### config.mk
export PLATFORM = sky130hd
export DESIGN_NAME = oam_ctrl_flat
export DESIGN_NICKNAME = d
export VERILOG_FILES = /design/src/rtl/oam_ctrl_if.sv /design/src/rtl/oam_ctrl.sv /design/src/flat_wrapper.sv
export SDC_FILE = /design/constraint.sdc
export NUM_CORES = 1
export LEC_CHECK = 0
export BUFFER_PORTS_ARGS = -buffer_cell sky130_fd_sc_hd__clkbuf_2
export CORE_ASPECT_RATIO = 0.75
export CORE_MARGIN = 2
export CORE_UTILIZATION = 45
export CTS_CLUSTER_DIAMETER = 30
export DETAILED_ROUTE_END_ITERATION = 10
export PLACE_DENSITY = 0.67
export SLEW_MARGIN = 20
export SYNTH_ARGS = -nofsm -noshare
export SYNTH_HDL_FRONTEND = slang
export SYNTH_SLANG_ARGS = --single-unit
### constraint.sdc
create_clock -name clock -period 2.3 [get_ports clock]
set_input_delay 0.345 -clock clock [delete_from_list [all_inputs] [get_ports clock]]
set_output_delay 0.345 -clock clock [all_outputs]
set_load 0.02 [all_outputs]
### src/rtl/oam_ctrl_if.sv
// Bus bundle between the CPU/PPU side and the OAM controller.
// master: the controller itself; slave: the surrounding bus, PPU and OAM RAM.
interface oam_ctrl_if;
  // CPU register/bus side
  logic [7:0]  cpu_wdata;
  logic        oamaddr_we;
  logic        oamdata_we;
  logic        dma_we;
  // PPU side
  logic        rendering;
  logic [7:0]  se_oamaddr;
  // DMA bus master
  logic        dma_rd;
  logic [15:0] dma_addr;
  logic [7:0]  dma_rdata;
  logic        cpu_halt;
  logic        dma_busy;
  // OAM RAM port
  logic [7:0]  oam_addr;
  logic [7:0]  oam_wdata;
  logic        oam_we;

  modport master (
    input  cpu_wdata,
    input  oamaddr_we,
    input  oamdata_we,
    input  dma_we,
    input  rendering,
    input  se_oamaddr,
    input  dma_rdata,
    output dma_rd,
    output dma_addr,
    output cpu_halt,
    output dma_busy,
    output oam_addr,
    output oam_wdata,
    output oam_we
  );

  modport slave (
    output cpu_wdata,
    output oamaddr_we,
    output oamdata_we,
    output dma_we,
    output rendering,
    output se_oamaddr,
    output dma_rdata,
    input  dma_rd,
    input  dma_addr,
    input  cpu_halt,
    input  dma_busy,
    input  oam_addr,
    input  oam_wdata,
    input  oam_we
  );
endinterface

### src/rtl/oam_ctrl.sv
// OAM port arbiter: shares the single primary-OAM port between CPU $2003/$2004
// accesses, the $4014 sprite DMA engine and sprite-evaluation reads.
module oam_ctrl #(
  parameter int unsigned DMA_ALIGN = 1,
  parameter int unsigned DMA_LEN   = 256
) (
  input  logic       clock,
  input  logic       reset,
  oam_ctrl_if.master bus
);

  // Counter wraps at 8 bits, so the terminal count is taken modulo 256.
  localparam logic [7:0] LastCnt   = 8'(DMA_LEN - 1);
  localparam logic [7:0] AlignLast = 8'(DMA_ALIGN - 1);
  localparam bit         NoAlign   = (DMA_ALIGN == 0);

  typedef enum logic [1:0] {
    StIdle,
    StAlign,
    StRd,
    StWr
  } dma_state_e;

  dma_state_e state_q, state_d;

  logic [7:0] cnt_q, cnt_d;
  logic [7:0] page_q, page_d;
  logic [7:0] align_q, align_d;
  logic [7:0] oamaddr_q, oamaddr_d;
  logic       pend_we_q, pend_we_d;
  logic [7:0] pend_data_q, pend_data_d;
  logic       busy_q, busy_d;

  logic       idle;
  logic       cpu_data_ok;
  logic       render_glitch;
  logic [7:0] incr_pend;
  logic [7:0] incr_glitch;

  assign idle = (state_q == StIdle);

  // $2004 is only honoured while the DMA engine is idle and $2003 is not also strobed.
  assign cpu_data_ok   = bus.oamdata_we && !bus.oamaddr_we && idle;
  // Writing $2004 during rendering skips ahead by one sprite instead of writing.
  assign render_glitch = cpu_data_ok && bus.rendering;
  assign incr_pend     = pend_we_q ? 8'd1 : 8'd0;
  assign incr_glitch   = render_glitch ? 8'd4 : 8'd0;

  // FSM state register
  always_ff @(posedge clock or posedge reset) begin
    if (reset) begin
      state_q <= StIdle;
    end else begin
      state_q <= state_d;
    end
  end

  // DMA sequencing registers (counter, page, alignment delay)
  always_ff @(posedge clock or posedge reset) begin
    if (reset) begin
      cnt_q   <= 8'd0;
      page_q  <= 8'd0;
      align_q <= 8'd0;
      busy_q  <= 1'b0;
    end else begin
      cnt_q   <= cnt_d;
      page_q  <= page_d;
      align_q <= align_d;
      busy_q  <= busy_d;
    end
  end

  // CPU-side registers: OAMADDR and the one-cycle pending $2004 write
  always_ff @(posedge clock or posedge reset) begin
    if (reset) begin
      oamaddr_q   <= 8'd0;
      pend_we_q   <= 1'b0;
      pend_data_q <= 8'd0;
    end else begin
      oamaddr_q   <= oamaddr_d;
      pend_we_q   <= pend_we_d;
      pend_data_q <= pend_data_d;
    end
  end

  // FSM next-state and DMA counter update
  always_comb begin
    state_d = state_q;
    cnt_d   = cnt_q;
    page_d  = page_q;
    align_d = align_q;
    unique case (state_q)
      StIdle: begin
        if (bus.dma_we) begin
          page_d  = bus.cpu_wdata;
          cnt_d   = 8'd0;
          align_d = 8'd0;
          state_d = NoAlign ? StRd : StAlign;
        end
      end
      StAlign: begin
        if (align_q == AlignLast) begin
          state_d = StRd;
        end else begin
          align_d = align_q + 8'd1;
        end
      end
      StRd: begin
        state_d = StWr;
      end
      StWr: begin
        if (cnt_q == LastCnt) begin
          state_d = StIdle;
        end else begin
          cnt_d   = cnt_q + 8'd1;
          state_d = StRd;
        end
      end
      default: begin
        state_d = StIdle;
      end
    endcase
    // Halt is registered so it tracks the state register exactly.
    busy_d = (state_d != StIdle);
  end

  // CPU-side next state: OAMADDR updates and pending data capture
  always_comb begin
    // Without an alignment gap the pending write would collide with the first DMA read.
    pend_we_d   = cpu_data_ok && !bus.rendering && !(bus.dma_we && NoAlign);
    pend_data_d = pend_we_d ? bus.cpu_wdata : pend_data_q;
    if (bus.oamaddr_we) begin
      oamaddr_d = bus.cpu_wdata;
    end else begin
      oamaddr_d = oamaddr_q + incr_pend + incr_glitch;
    end
  end

  // FSM outputs and OAM port mux (DMA write > pending CPU write > read address)
  always_comb begin
    bus.dma_rd    = 1'b0;
    bus.dma_addr  = 16'h0000;
    bus.oam_we    = 1'b0;
    bus.oam_wdata = 8'h00;
    bus.oam_addr  = bus.rendering ? bus.se_oamaddr : oamaddr_q;
    bus.cpu_halt  = busy_q;
    bus.dma_busy  = busy_q;
    if (state_q == StRd) begin
      bus.dma_rd   = 1'b1;
      bus.dma_addr = {page_q, cnt_q};
    end
    if (state_q == StWr) begin
      // Overrides se_oamaddr even while rendering; the sprite engine sees the DMA slot.
      bus.oam_we    = 1'b1;
      bus.oam_addr  = oamaddr_q + cnt_q;
      bus.oam_wdata = bus.dma_rdata;
    end else if (pend_we_q) begin
      bus.oam_we    = 1'b1;
      bus.oam_addr  = oamaddr_q;
      bus.oam_wdata = pend_data_q;
    end
  end

  // Port sharing invariants
  a_rd_we_excl : assert property (@(posedge clock) disable iff (reset)
    !(bus.dma_rd && bus.oam_we));
  a_pend_idle : assert property (@(posedge clock) disable iff (reset)
    pend_we_q |-> (state_q != StWr));
  a_halt_busy : assert property (@(posedge clock) disable iff (reset)
    busy_q == (state_q != StIdle));

endmodule

### src/flat_wrapper.sv
// flat-port wrapper written by rule: the top's interface ports become plain ports
module oam_ctrl_flat 
#(
  parameter int unsigned DMA_ALIGN = 1,
  parameter int unsigned DMA_LEN   = 256
)
  (clock, reset, bus_cpu_wdata, bus_oamaddr_we, bus_oamdata_we, bus_dma_we, bus_rendering, bus_se_oamaddr, bus_dma_rdata, bus_dma_rd, bus_dma_addr, bus_cpu_halt, bus_dma_busy, bus_oam_addr, bus_oam_wdata, bus_oam_we);
  oam_ctrl_if bus_i ();
  input  logic clock;
  input  logic reset;
  input wire logic [$bits(bus_i.cpu_wdata)-1:0] bus_cpu_wdata;
  input wire logic [$bits(bus_i.oamaddr_we)-1:0] bus_oamaddr_we;
  input wire logic [$bits(bus_i.oamdata_we)-1:0] bus_oamdata_we;
  input wire logic [$bits(bus_i.dma_we)-1:0] bus_dma_we;
  input wire logic [$bits(bus_i.rendering)-1:0] bus_rendering;
  input wire logic [$bits(bus_i.se_oamaddr)-1:0] bus_se_oamaddr;
  input wire logic [$bits(bus_i.dma_rdata)-1:0] bus_dma_rdata;
  output wire logic [$bits(bus_i.dma_rd)-1:0] bus_dma_rd;
  output wire logic [$bits(bus_i.dma_addr)-1:0] bus_dma_addr;
  output wire logic [$bits(bus_i.cpu_halt)-1:0] bus_cpu_halt;
  output wire logic [$bits(bus_i.dma_busy)-1:0] bus_dma_busy;
  output wire logic [$bits(bus_i.oam_addr)-1:0] bus_oam_addr;
  output wire logic [$bits(bus_i.oam_wdata)-1:0] bus_oam_wdata;
  output wire logic [$bits(bus_i.oam_we)-1:0] bus_oam_we;
  assign bus_i.cpu_wdata = bus_cpu_wdata;
  assign bus_i.oamaddr_we = bus_oamaddr_we;
  assign bus_i.oamdata_we = bus_oamdata_we;
  assign bus_i.dma_we = bus_dma_we;
  assign bus_i.rendering = bus_rendering;
  assign bus_i.se_oamaddr = bus_se_oamaddr;
  assign bus_i.dma_rdata = bus_dma_rdata;
  assign bus_dma_rd = bus_i.dma_rd;
  assign bus_dma_addr = bus_i.dma_addr;
  assign bus_cpu_halt = bus_i.cpu_halt;
  assign bus_dma_busy = bus_i.dma_busy;
  assign bus_oam_addr = bus_i.oam_addr;
  assign bus_oam_wdata = bus_i.oam_wdata;
  assign bus_oam_we = bus_i.oam_we;
  oam_ctrl #(.DMA_ALIGN(DMA_ALIGN), .DMA_LEN(DMA_LEN)) u_core (.clock(clock), .reset(reset), .bus(bus_i));
endmodule
Yosys cells after proc, flatten, opt, wreduce, memory -nomap -nowiden
Index checks and enable logic that the tools add are counted.
{ "op_classes": {"add_sub_neg": 5, "n_eq_ne": 7, "mux": 21, "reduce_logical": 14} }
{ "op_table": {"columns": ["cell", "count"], "rows": [
  ["two-way mux 8 bit", 9],
  ["case mux 8 bit (2 select lines)", 2],
  ["adder 8 bit", 3],
  ["adder 8 x 1 -> 8 bit (second input constant)", 2],
  ["two-way mux 16 bit", 1],
  ["== test 8 bit (second input constant)", 1],
  ["zero test 8 bit", 1],
  ["case mux 2 bit (4 select lines)", 1],
  ["two-way mux 2 bit", 3],
  ["!= test 2 bit (second input constant)", 3],
  ["AND reduction 3 bit", 2],
  ["nonzero test 2 bit", 3],
  ["== test 2 bit (second input constant)", 2],
  ["logical AND 1 bit", 4],
  ["two-way mux 1 bit", 4],
  ["two-way mux 3 bit", 1],
  ["== test 2 x 1 -> 1 bit (second input constant)", 1],
  ["zero test 1 bit", 2],
  ["zero test 2 bit", 1],
  ["AND reduction 2 bit", 1]
]} }
{ "word_totals": {"register_bits": 44, "in_bits": 30, "out_inout_bits": 36, "wordCells": 55} }

Depth between registers and ports, before layout
{ "logic_depth": {"depth_word": 7, "mapped_depth": 8, "depth_no_buf": 8} }

Worst setup path after synthesis
Ideal clock, no wire load.
{ "synth_timing": {"kind": "reg-to-output", "start": "register u_core.cnt_q[1]", "end": "output bus_oam_addr[7]", "t_arrival_ns": 2.136, "required_ns": 1.955, "path_slack_ns": -0.181, "path_stages_with_launch": 7, "path_buffers": 0, "path_cell_list": "dfrtp_1 -> ha_1 -> a211oi_1 -> o211ai_1 -> and3_1 -> o31a_1 -> nor3_1"} }
{ "synth_via": {"elab_chain_len": 2} }
{ "synth_rtl": {"columns": ["item", "line_no", "text"], "rows": [
  ["start: declaration", "oam_ctrl.sv:26", "logic [7:0] cnt_q, cnt_d;"],
  ["start signal: assignment", "oam_ctrl.sv:66", "cnt_q <= cnt_d;"],
  ["adder 8 bit", "oam_ctrl.sv:155", "bus.oam_addr = oamaddr_q + cnt_q;"],
  ["two-way mux 8 bit", "oam_ctrl.sv:152", "if (state_q == StWr) begin"],
  ["end: declaration", "flat_wrapper.sv:22", "output wire logic [$bits(bus_i.oam_addr)-1:0] bus_oam_addr;"]
]} }
No other way between the ends.

Worst setup path after layout
{ "layout_timing": {"start": "register u_core.cnt_q[1]", "end": "output bus_oam_addr[6]"} }
The elaborated chain is that of the path after synthesis.

==> run_results.csv <==
group,metric,value,unit
synthesis,synth-seq-cells,44,
synthesis,synth-compound-area-share,0.124,
global_routing,antenna_found_initial,0,
critical_path,crit_end,"bus_oam_addr[6]",
cts,clkLatencyLatePin,0.30,ns
die,die_h,71.4,µm
placement,dp_hpwl,5410,µm
synthesis,synthMuxAreaShare,0.0933,
die,rows,24,
synthesis,synthAdderAreaFrac,0.0671,
synthesis,yosys_warnings,0,
worst_hold_path,min_path_type,"in -> async",
global_routing,grt_pass1_wl,12300,µm
pwr,pwr-share-clk,0.324,
global_routing,track_usage,0.235,
timing,tightest_slew,0.558,ns
timing,final-setup-viol-count,4,
critical_path,crit_start,"u_core.cnt_q[1]",
finish,seqCellArea,0.00110,mm²
cts,cts_tree,"built",
timing,finalSetupTns,-0.822,ns
finish,drive_gt1_frac,0.377,
critical_path,cp-end-kind,"primary output",
placement,port_buffers,65,
synthesis,synthesis.nets,341,
timing,skew,0.00802,ns
pwr,cellInternalPower,1170,µW
drt,via_count,2539,
pwr,seq_power_share,0.498,
drt,final_antenna_net_count,0,
drt,routedWlPerCell,15.9,µm
synthesis,avgSynthCellArea,9.17,µm²
placement,placed_area,0.00335,mm²
die,initial_core_util,0.467,
pwr,leakage,0.00174,µW
finish,area_growth,33.8,%
timing,max_freq,0.390,GHz
critical_path,r2r-end,"u_core.align_q[7]",
critical_path,cp.arrival,2.22,ns
finish,fin_area,0.00364,mm²
global_routing,grt_pass1_vias,2489,
job,cap_violations,0,
synthesis,synthCells,297,
synthesis,seq_area_frac_synth,0.404,
critical_path,path_class,"reg -> out",
synthesis,synth_cell_types,43,
timing,rsz0062_at_grt,"yes",
timing,relSlewSlack,0.628,
outcome,status,"complete, but fails checks",
synthesis,synth_simple_gate_area_frac,0.229,
critical_path,r2r_start,"u_core.align_q[0]",
cts,cts_made_buffers,5,
drt,dr.pass1.iters,4,
timing,period_minus_slack,2.56,ns
synthesis,synth_area_leaders,"dfrtp_1 (40%), mux2_2 (7.9%), ha_1 (6.0%)",
finish,num-fill-cells,494,
drt,drtIter0Drc,105,
critical_path,cp.required,1.96,ns
drt,viasPerCell,5.37,
finish,multi_input_comb_area,0.00165,mm²
cts,ctsHoldBuffers,0,
finish,final_nets,438,
drt,routed_wl,7530,µm
cts,root_buffer,"clkbuf_8",
timing,slew_violations,0,
drt,drc,0,
pwr,ir_drop,0.000288,V
timing,worst_slack,-0.261,ns
cts,clk_pin_slew,0.09,ns
global_routing,grt_max_degree,45,
synthesis,synth_xor_area_frac,0.0515,
pwr,pwr-share-comb,0.178,
finish,final_cells,473,
placement,dp_cells,459,
placement,gp_congestion,0.915,
critical_path,start_kind,"flop",
synthesis,syn-cell-area,0.00272,mm²
synthesis,yosys.area.top_type,"dfrtp_1",
synthesis,synth_top_family_by_area,"simple AND/OR/NAND/NOR gates",
cts,cts.sinks,44,
timing,finalCritPeriodShare,1.11,
finish,final_util,0.625,
die,dieWidth,93.8,µm
cts,cts_buffer_depth,2,
critical_path,r2r_cells,7,
cts,ctsHtreeMaxLevel,2,
die,ioPinCount,66,
pwr,power,1600,µW
outcome,violations,"negative setup slack",
die,core-area,0.00583,mm²
synthesis,synth_top_cell_area_share,0.404,
critical_path,crit_path_max_fanout,4,
pwr,power_density,440,mW/mm²
finish,antenna_cells,0,
die,dieArea,0.00669,mm²
global_routing,grt-ovfl-total,0,
pwr,power_switching,435,µW
critical_path,ff2ff_setup_slack,0.19,ns
pwr,swShare,0.271,
timing,hold_viol,0,
flip-flops by register name, summed over array words and instances (netlist names):
| signal | count |
|---|---|
| u_core.oamaddr_q | 8 |
| u_core.bus.cpu_halt | 1 |
| u_core.page_q | 8 |
| u_core.cnt_q | 8 |
| u_core.pend_data_q | 8 |
| u_core.state_q | 2 |
| u_core.align_q | 8 |
| u_core.pend_we_q | 1 |
cells in the mapped netlist:
cell       count
and2_1        17
nor3b_1        1
xnor2_1        6
and4_1         1
or4b_1         1
dfrtp_1       44
mux2_2        19
nor2_1        25
nand2b_1       3
nor4bb_1       1
nand4_1        5
clkbuf_1       8
o211ai_1       1
o2111ai_2      1
nor3_1         4
buf_2          3
o31a_1         1
a31oi_1        2
nand3_1       11
ha_1          13
a211o_1        1
mux2i_1        4
a21oi_1       11
xor2_1        10
nor4_1         1
o21ai_1        7
and4b_1        1
nor2b_1        6
o21ai_0       18
o21bai_1       1
nand2_1       41
or3_1          1
a21o_1         1
a41oi_1        1
nor2_4         1
buf_4          1
fa_1           1
o22ai_1        2
o41a_4         1
and3_1         6
inv_1          8
a211oi_1       5
o311a_1        1
layer usage:
layer,global-route usage,vias up,part of all wire
met5,0,-,0
met4,0.0660,0,0.020
met3,0.0410,13,0.055
met2,0.372,74,0.47
met1,0.336,1222,0.45
li1,-,1230,-
through the flow:
stage	hold WS (ns)	setup WS [ns]
after floorplan	0.452	0.0134
after global placement	0.481	-0.0382
after detailed placement	0.487	-0.0964
after CTS	0.178	-0.225
after global routing	0.227	-0.366
final	0.155	-0.261
how the worst min path moves through the flow:
stage / start / end / slack, ns / depth (start not counted)
final: reset / u_core.page_q[0] / 0.16 / 3
after detailed placement: u_core.page_q[2] / u_core.page_q[2] / 0.49 / 1
after floorplan: bus_oamaddr_we / u_core.oamaddr_q[2] / 0.45 / 1
after global routing: reset / u_core.page_q[0] / 0.23 / 3
after CTS: reset / u_core.page_q[1] / 0.18 / 3
after global placement: u_core.page_q[6] / u_core.page_q[6] / 0.48 / 1
layout make-up:
cell class,instances,share of cell area
inverter,8,0.00893
multi-input combinational,233,0.454
clock buffer,6,0.0227
tap,78,0.0268
sequential,44,0.302
timing repair buffer,102,0.182
clock inverter,2,0.00412
cell usage in the layout, fill, tap and decap left out, drive strengths merged, types with 2 or more instances in the layout:
cell      Yosys  final
nor2         26     26
a21oi        11     11
mux2         19     19
ha           13     13
and3          6      6
clkinvlp      0      2
nand2b        3      3
nor3          4      4
xor2         10     10
a211oi        5      5
dfrtp        44     44
a31oi         2      2
mux2i         4      4
nand2        41     41
xnor2         6      6
o22ai         2      2
inv           8      8
clkbuf        8     67
nand4         5      5
nand3        11     11
o21ai        25     25
and2         17     17
nor2b         6      6
buf           4     41
repair_timing:
| item | in CTS | in global routing |
|---|---|---|
| pin swaps | 14 | 5 |
| endpoints found under the setup margin | 5 | 5 |
| buffers inserted | 4 | 4 |
| resized for setup | 22 | 21 |
logic make-up (layout without fill, tap and decap cells):
kind of cell               after synthesis  after routing
muxes                                   23             23
adders and majority gates               14             14
buffers and inverters                   20            118
DFF                                     44             44
and+or+nand+nor                        126            126
AOI/OAI and AO/OA                       54             54
xor gates and xnor gates                16             16
worst max-delay path: stages, from the launching register on:
cell and delay [ns]:
dfrtp_1 0.43, buf_6 0.14, inv_4 0.04, fa_2 0.41, nor2b_4 0.16, o21ai_2 0.07, nand2b_1 0.13, a21oi_1 0.08
o311a_1 0.30, clkbuf_8 0.15
power groups by stage:
stage / logic, µW / registers [µW] / clock network, µW
after detailed placement: 236 / 810 / 0
after floorplan: 129 / 813 / 0
after CTS: 261 / 797 / 529
final: 285 / 798 / 520
after global routing: 314 / 800 / 563
after global placement: 232 / 810 / 0
Note: power is estimated with default switching activity, not from simulation.
